--- src/rtl/rr_x_in_pkg.sv ---
// Shared definitions for the round-robin input arbiter: state encoding and default sizing.
package rr_x_in_pkg;

    typedef enum logic {
        ST_IDLE    = 1'b0,
        ST_GRANTED = 1'b1
    } arb_state_e;

    localparam int IO_SIZE_DEF = 5;
    localparam int IO_W_DEF    = 3;

endpackage

--- src/rtl/rr_x_in_arbiter_if.sv ---
// Request/grant bundle between the router input ports and the output-port arbiter.
interface rr_x_in_arbiter_if
    import rr_x_in_pkg::*;
#(
    parameter int IO_SIZE = IO_SIZE_DEF,
    parameter int IO_w    = IO_W_DEF
);

    logic [IO_SIZE-1:0] req_i;
    logic               release_i;
    logic [IO_SIZE-1:0] grant_o;
    logic               grant_valid_o;
    logic [IO_w-1:0]    grant_id_o;

    modport master (
        output req_i,
        output release_i,
        input  grant_o,
        input  grant_valid_o,
        input  grant_id_o
    );

    modport slave (
        input  req_i,
        input  release_i,
        output grant_o,
        output grant_valid_o,
        output grant_id_o
    );

endinterface

--- src/rtl/rr_x_in_arbiter_rot.sv ---
// Combinational rotators modulo IO_SIZE; shift_i must be below IO_SIZE.
// Doubling the vector keeps the wrap exact for non-power-of-two sizes.
module rot_right_x_in #(
    parameter int IO_SIZE = 5,
    parameter int IO_w    = 3
) (
    input  logic [IO_SIZE-1:0] data_i,
    input  logic [IO_w-1:0]    shift_i,
    output logic [IO_SIZE-1:0] data_o
);

    assign data_o = IO_SIZE'({data_i, data_i} >> shift_i);

endmodule

module rot_left_x_in #(
    parameter int IO_SIZE = 5,
    parameter int IO_w    = 3
) (
    input  logic [IO_SIZE-1:0] data_i,
    input  logic [IO_w-1:0]    shift_i,
    output logic [IO_SIZE-1:0] data_o
);

    assign data_o = IO_SIZE'(({data_i, data_i} << shift_i) >> IO_SIZE);

endmodule

--- src/rtl/rr_x_in_arbiter.sv ---
// Registered round-robin arbiter: grants one requester and holds it until release or request drop.
//
// state      | meaning
// ST_IDLE    | no owner; arbitrate on any request, starting just past ptr
// ST_GRANTED | owner holds grant until release or its request drops
module rr_x_in_arbiter
    import rr_x_in_pkg::*;
#(
    parameter int IO_SIZE = IO_SIZE_DEF,
    parameter int IO_w    = IO_W_DEF
) (
    input  logic             clk,
    input  logic             rst_n,
    rr_x_in_arbiter_if.slave arb
);

    arb_state_e          state_q, state_d;
    logic [IO_w-1:0]     ptr_q, ptr_d;
    logic [IO_SIZE-1:0]  grant_q, grant_d;
    logic                grant_valid_q, grant_valid_d;
    logic [IO_w-1:0]     grant_id_q, grant_id_d;

    logic [IO_w-1:0]     start;
    logic [IO_SIZE-1:0]  req_rot;
    logic [IO_w-1:0]     k;
    logic [IO_SIZE-1:0]  onehot_rel;
    logic [IO_SIZE-1:0]  onehot;
    logic [IO_w:0]       sum;
    logic [IO_w-1:0]     winner;
    logic                grant_end;

    assign start = (ptr_q == IO_w'(IO_SIZE - 1)) ? '0 : ptr_q + 1'b1;

    rot_right_x_in #(.IO_SIZE(IO_SIZE), .IO_w(IO_w)) u_rot_right (
        .data_i  (arb.req_i),
        .shift_i (start),
        .data_o  (req_rot)
    );

    always_comb begin
        k = '0;
        for (int i = IO_SIZE - 1; i >= 0; i--) begin
            if (req_rot[i]) k = IO_w'(i);
        end
    end

    assign onehot_rel = IO_SIZE'(1) << k;

    rot_left_x_in #(.IO_SIZE(IO_SIZE), .IO_w(IO_w)) u_rot_left (
        .data_i  (onehot_rel),
        .shift_i (k == k ? start : start),
        .data_o  (onehot)
    );

    assign sum    = {1'b0, start} + {1'b0, k};
    assign winner = (sum >= (IO_w+1)'(IO_SIZE)) ? IO_w'(sum - (IO_w+1)'(IO_SIZE)) : IO_w'(sum);

    // The grant is one-hot, so masking req with it is the owner's own request bit.
    assign grant_end = arb.release_i | ~(|(arb.req_i & grant_q));

    always_comb begin
        state_d       = state_q;
        ptr_d         = ptr_q;
        grant_d       = grant_q;
        grant_valid_d = grant_valid_q;
        grant_id_d    = grant_id_q;
        case (state_q)
            ST_IDLE: begin
                if (|arb.req_i) begin
                    grant_d       = onehot;
                    grant_id_d    = winner;
                    grant_valid_d = 1'b1;
                    state_d       = ST_GRANTED;
                end
            end
            ST_GRANTED: begin
                if (grant_end) begin
                    grant_d       = '0;
                    grant_valid_d = 1'b0;
                    ptr_d         = grant_id_q;
                    state_d       = ST_IDLE;
                end
            end
            default: state_d = ST_IDLE;
        endcase
    end

    always_ff @(posedge clk or negedge rst_n) begin
        if (!rst_n) begin
            state_q       <= ST_IDLE;
            ptr_q         <= IO_w'(IO_SIZE - 1);
            grant_q       <= '0;
            grant_valid_q <= 1'b0;
            grant_id_q    <= '0;
        end else begin
            state_q       <= state_d;
            ptr_q         <= ptr_d;
            grant_q       <= grant_d;
            grant_valid_q <= grant_valid_d;
            grant_id_q    <= grant_id_d;
        end
    end

    assign arb.grant_o       = grant_q;
    assign arb.grant_valid_o = grant_valid_q;
    assign arb.grant_id_o    = grant_id_q;

endmodule

--- src/flat_wrapper.sv ---
// flat-port wrapper written by rule: the top's interface ports become plain ports
module rr_x_in_arbiter_flat import rr_x_in_pkg::*;
#(
    parameter int IO_SIZE = IO_SIZE_DEF,
    parameter int IO_w    = IO_W_DEF
)
  (clk, rst_n, arb_req_i, arb_release_i, arb_grant_o, arb_grant_valid_o, arb_grant_id_o);
  rr_x_in_arbiter_if #(.IO_SIZE(IO_SIZE), .IO_w(IO_w)) arb_i ();
  input  logic clk;
  input  logic rst_n;
  input wire logic [$bits(arb_i.req_i)-1:0] arb_req_i;
  input wire logic [$bits(arb_i.release_i)-1:0] arb_release_i;
  output wire logic [$bits(arb_i.grant_o)-1:0] arb_grant_o;
  output wire logic [$bits(arb_i.grant_valid_o)-1:0] arb_grant_valid_o;
  output wire logic [$bits(arb_i.grant_id_o)-1:0] arb_grant_id_o;
  assign arb_i.req_i = arb_req_i;
  assign arb_i.release_i = arb_release_i;
  assign arb_grant_o = arb_i.grant_o;
  assign arb_grant_valid_o = arb_i.grant_valid_o;
  assign arb_grant_id_o = arb_i.grant_id_o;
  rr_x_in_arbiter #(.IO_SIZE(IO_SIZE), .IO_w(IO_w)) u_core (.clk(clk), .rst_n(rst_n), .arb(arb_i));
endmodule
--- config.mk ---
export PLATFORM = sky130hd
export DESIGN_NAME = rr_x_in_arbiter_flat
export DESIGN_NICKNAME = d
export VERILOG_FILES = /design/src/rtl/rr_x_in_pkg.sv /design/src/rtl/rr_x_in_arbiter_if.sv /design/src/rtl/rr_x_in_arbiter_rot.sv /design/src/rtl/rr_x_in_arbiter.sv /design/src/flat_wrapper.sv
export SDC_FILE = /design/constraint.sdc
export NUM_CORES = 1
export LEC_CHECK = 0
export CAP_MARGIN = 20
export CORE_MARGIN = 1
export CORE_UTILIZATION = 32
export CTS_CLUSTER_DIAMETER = 50
export CTS_CLUSTER_SIZE = 12
export DETAILED_ROUTE_END_ITERATION = 12
export GPL_TIMING_DRIVEN = 0
export PLACE_DENSITY = 0.62
export SLEW_MARGIN = 20
export SYNTH_ARGS = -nofsm -noshare
export SYNTH_HDL_FRONTEND = slang
export SYNTH_SLANG_ARGS = --single-unit
export TNS_END_PERCENT = 1
--- constraint.sdc ---
create_clock -name clk -period 3.2 [get_ports clk]
set_input_delay 0.64 -clock clk [delete_from_list [all_inputs] [get_ports clk]]
set_output_delay 0.64 -clock clk [all_outputs]
set_load 0.01 [all_outputs]
==> summary.txt <==
Final layout
  – Final core utilization: 44.1%
  – ANT cells: 0
  – Most common cell after layout, fill and taps aside: clkdlybuf4s50_1
  – Synth-to-Final Area Change: 30.0%
  – Final net count: 196
  – Commonest cells after routing, fill and taps aside: 16 x clkdlybuf4s50_1, 13 x nand2_1, 12 x nand3_1
  – Fin area: 0.00179 mm2
  – Layout cells sized above 1: 24.4%
  – Fill cells: 395

Timing
  – Final Hold Viols: 0
  – Final min period: 3.67 ns
  – Worst-margin pin slew: 0.769 ns
  – Final period util: 115%
  – Headroom to the max-slew limit: 48.4%
  – Final Max Slew Viols: 0
  – Setup ws final: -0.473 ns
  – Peak Freq: 272 MHz
  – Setup tns final: -1.35 ns
  – RSZ-0062 raised after global routing: true
  – Clk_skew: 0.00146 ns
  – Finish-stage setup viols: 3
  – Worst Hold Slack: 0.474 ns

Place
  – IO buf count: 16
  – GPL Wtd Cong: 0.840
  – Placed inst area: 0.00162 mm2
  – Hpwl dp: 2.83 mm

Die
  – Rows: 23
  – Core area: 0.00406 mm2
  – Die Wd: 67.6 um
  – Starting Density: 33.9%
  – Die Y: 67.6 um
  – Die Footprint: 0.00457 mm2
  – Total I/O pin count: 17

Setup path
  – Slowest library cell on the worst path: mux4_2
  – Worst EP arrival: 3.85 ns
  – Worst-path fanout max: 8
  – CP peak stage delay: 0.50 ns
  – Critical Path Sink Type: register
  – Crit-path leading delay family: multiplexers
  – WP data required: 3.37 ns
  – Crit path depth: 17
  – CP Buf/Inv Count: 4
  – Critical Path Start Type: register
  – Worst Reg-to-Reg Cells: 17
  – Crit Path Category: reg -> reg
  – Worst-path cell chain: inv_2 -> ha_4 -> a21o_1 -> buf_6 -> inv_8 -> mux2_4 -> mux4_2 -> a31oi_4 -> nand2_1 -> xnor2_1 -> ha_2 -> inv_1 -> nand3_1 -> o221a_4 -> a32oi_4 -> or4_4 -> nand3_2

Global route
  – Vias in the first global route: 1361
  – Antenna violations before repair: 0
  – Tot GR Track Use: 17.7%
  – Overflow after GRT: 0
  – First-pass GRT wire length: 6.20 mm
  – Largest net degree at the start of global routing: 14

Route
  – Drt drc: 0
  – Routed WL per cell: 16.2 um
  – Drt first pass iters: 4
  – Vias: 1349
  – Total Wirelength: 3.73 mm
  – Initial DRC Count: 91
  – Antenna Nets Post-Route: 0
  – DR vias/cell: 5.87

Synthesis
  – Adder-cell share of the synthesized area: 6.36%
  – Largest family of logic cells by synthesized area: compound AO/OA/AOI/OAI gates
  – Synth Area in Simple Gates: 21.7%
  – Post-synth EDFFs: 0
  – Most used DFF post-synth: dfrtp_1
  – Post-synthesis sequential area ratio: 23.7%
  – Cells after Synth: 156
  – Mux share of post-synthesis cell area: 20.0%
  – Register bit count reported by yosys: 13
  – Asr flop ratio synth: 100%
  – Avg Cell Area, Syn: 8.82 um2
  – Synth Net Count: 171
  – Synth Area in Compound Gates: 22.5%
  – Post-Syn Area: 0.00138 mm2
  – Syn. warnings: 0
  – Synth cell types: 55
  – Post-Synth XOR/XNOR Area: 0.636%

Clock tree
  – Hold-fix buffers, CTS: 0
  – Clk Latency, worst-skew pair: 0.24 ns
  – Clock sinks: 13
  – Clk root buf: clkbuf_8
  – H-tree lvl count: 1
  – Inserted Clock Buffers: 3
  – Max clock buf depth: 2
  – CTS tree: yes
  – CTS clk-pin slew, worst paths: 0.05 ns

Run
  – Max cap viols: 0

Status
  – Status: complete, but fails checks
  – Failing checks: negative setup slack

Min path
  – Worst Hold Class: reg -> reg
  – WHS Path Cells: 2
[metal layers]
layer,part of all wire [%],vias to the layer above,GRT usage [%]
li1,-,645,-
met1,45,658,23.4
met2,49,41,29.8
met3,5.6,5,4.56
met4,0.62,0,1.06
met5,0,-,0
[per-stage QoR]
stage,cells,worst slack [ns]
finish,230,-0.473
global route,230,-0.649
CTS,230,-0.497
detailed placement,222,-0.782
global placement,222,-0.705
floorplan,156,-0.320
[worst register-to-register path: stages, from the launching register on]
cell,delay [ns]
dfrtp_2,0.39
inv_2,0.06
ha_4,0.16
a21o_1,0.18
buf_6,0.15
inv_8,0.08
mux2_4,0.32
mux4_2,0.50
a31oi_4,0.23
nand2_1,0.10
xnor2_1,0.20
ha_2,0.23
inv_1,0.07
nand3_1,0.10
o221a_4,0.20
a32oi_4,0.12
or4_4,0.44
nand3_2,0.09
[cells by family (layout without fill, tap and decap cells)]
family	after synthesis	count (layout)
buffers and inverters	15	39
xor gates and xnor gates	1	1
DFF	13	13
AOI/OAI and AO/OA	40	40
adders and majority gates	7	7
and+or+nand+nor	58	58
muxes	22	22
[timing repair]
item / 4_1_cts / 5_1_grt
setup buffers: 4 / 0
setup endpoints to repair: 3 / 4
resized for setup: 11 / 10
cloned: 0 / 0
pin swaps: 3 / 4
[synth_stat cells (all sizes together) (2+ instances only)]
| cell | instances | area (um2) |
|---|---|---|
| o211ai | 3 | 22.5 |
| or2 | 2 | 12.5 |
| dfrtp | 12 | 300 |
| or4 | 2 | 15.0 |
| o21ai | 5 | 25.0 |
| inv | 9 | 38.8 |
| mux4 | 3 | 67.6 |
| a21oi | 5 | 25.0 |
| nor3 | 5 | 25.0 |
| o21a | 3 | 22.5 |
| nand2 | 13 | 48.8 |
| and3 | 4 | 25.0 |
| nor3b | 2 | 20.0 |
| mux2i | 11 | 110 |
| ha | 7 | 87.6 |
| o221ai | 3 | 26.3 |
| a31oi | 4 | 40.0 |
| nand3 | 13 | 65.1 |
| clkbuf | 3 | 11.3 |
| nor2 | 10 | 40.0 |
| o21bai | 2 | 15.0 |
| buf | 2 | 16.3 |
| mux2 | 8 | 97.6 |
| o22ai | 3 | 18.8 |
[area by class of cell]
type	count	area, um2	share of cell area, %
multi-input combinational	128	1090	60.7
sequential	13	328	18.3
timing repair buffer	20	190	10.6
tap	50	62.6	3.50
inverter	10	46.3	2.59
clock buffer	4	45.0	2.52
buffer	5	31.3	1.75
[final timing paths]
check | startpoint | endpoint | slack (ns)
max | u_core.ptr_q[0] | u_core.arb.grant_id_o[0] | -0.47
min | u_core.arb.grant_valid_o | u_core.arb.grant_valid_o | 0.47
max reg2reg | u_core.ptr_q[0] | u_core.arb.grant_id_o[0] | -0.47
min reg2reg | u_core.arb.grant_valid_o | u_core.arb.grant_valid_o | 0.47
max in group asynchronous | rst_n | u_core.ptr_q[0] | 2.02
min in group asynchronous | rst_n | u_core.arb.grant_o[0] | 0.77
[sequential cells by signal (all words and copies together) (netlist names)]
name,count
u_core.state_q,1
u_core.arb.grant_id_o,3
u_core.arb.grant_valid_o,1
u_core.ptr_q,3
u_core.arb.grant_o,5
Power is left out: the tool's default activity adds up to more than one toggle a clock period on the data nets, which glitch-free logic cannot reach.
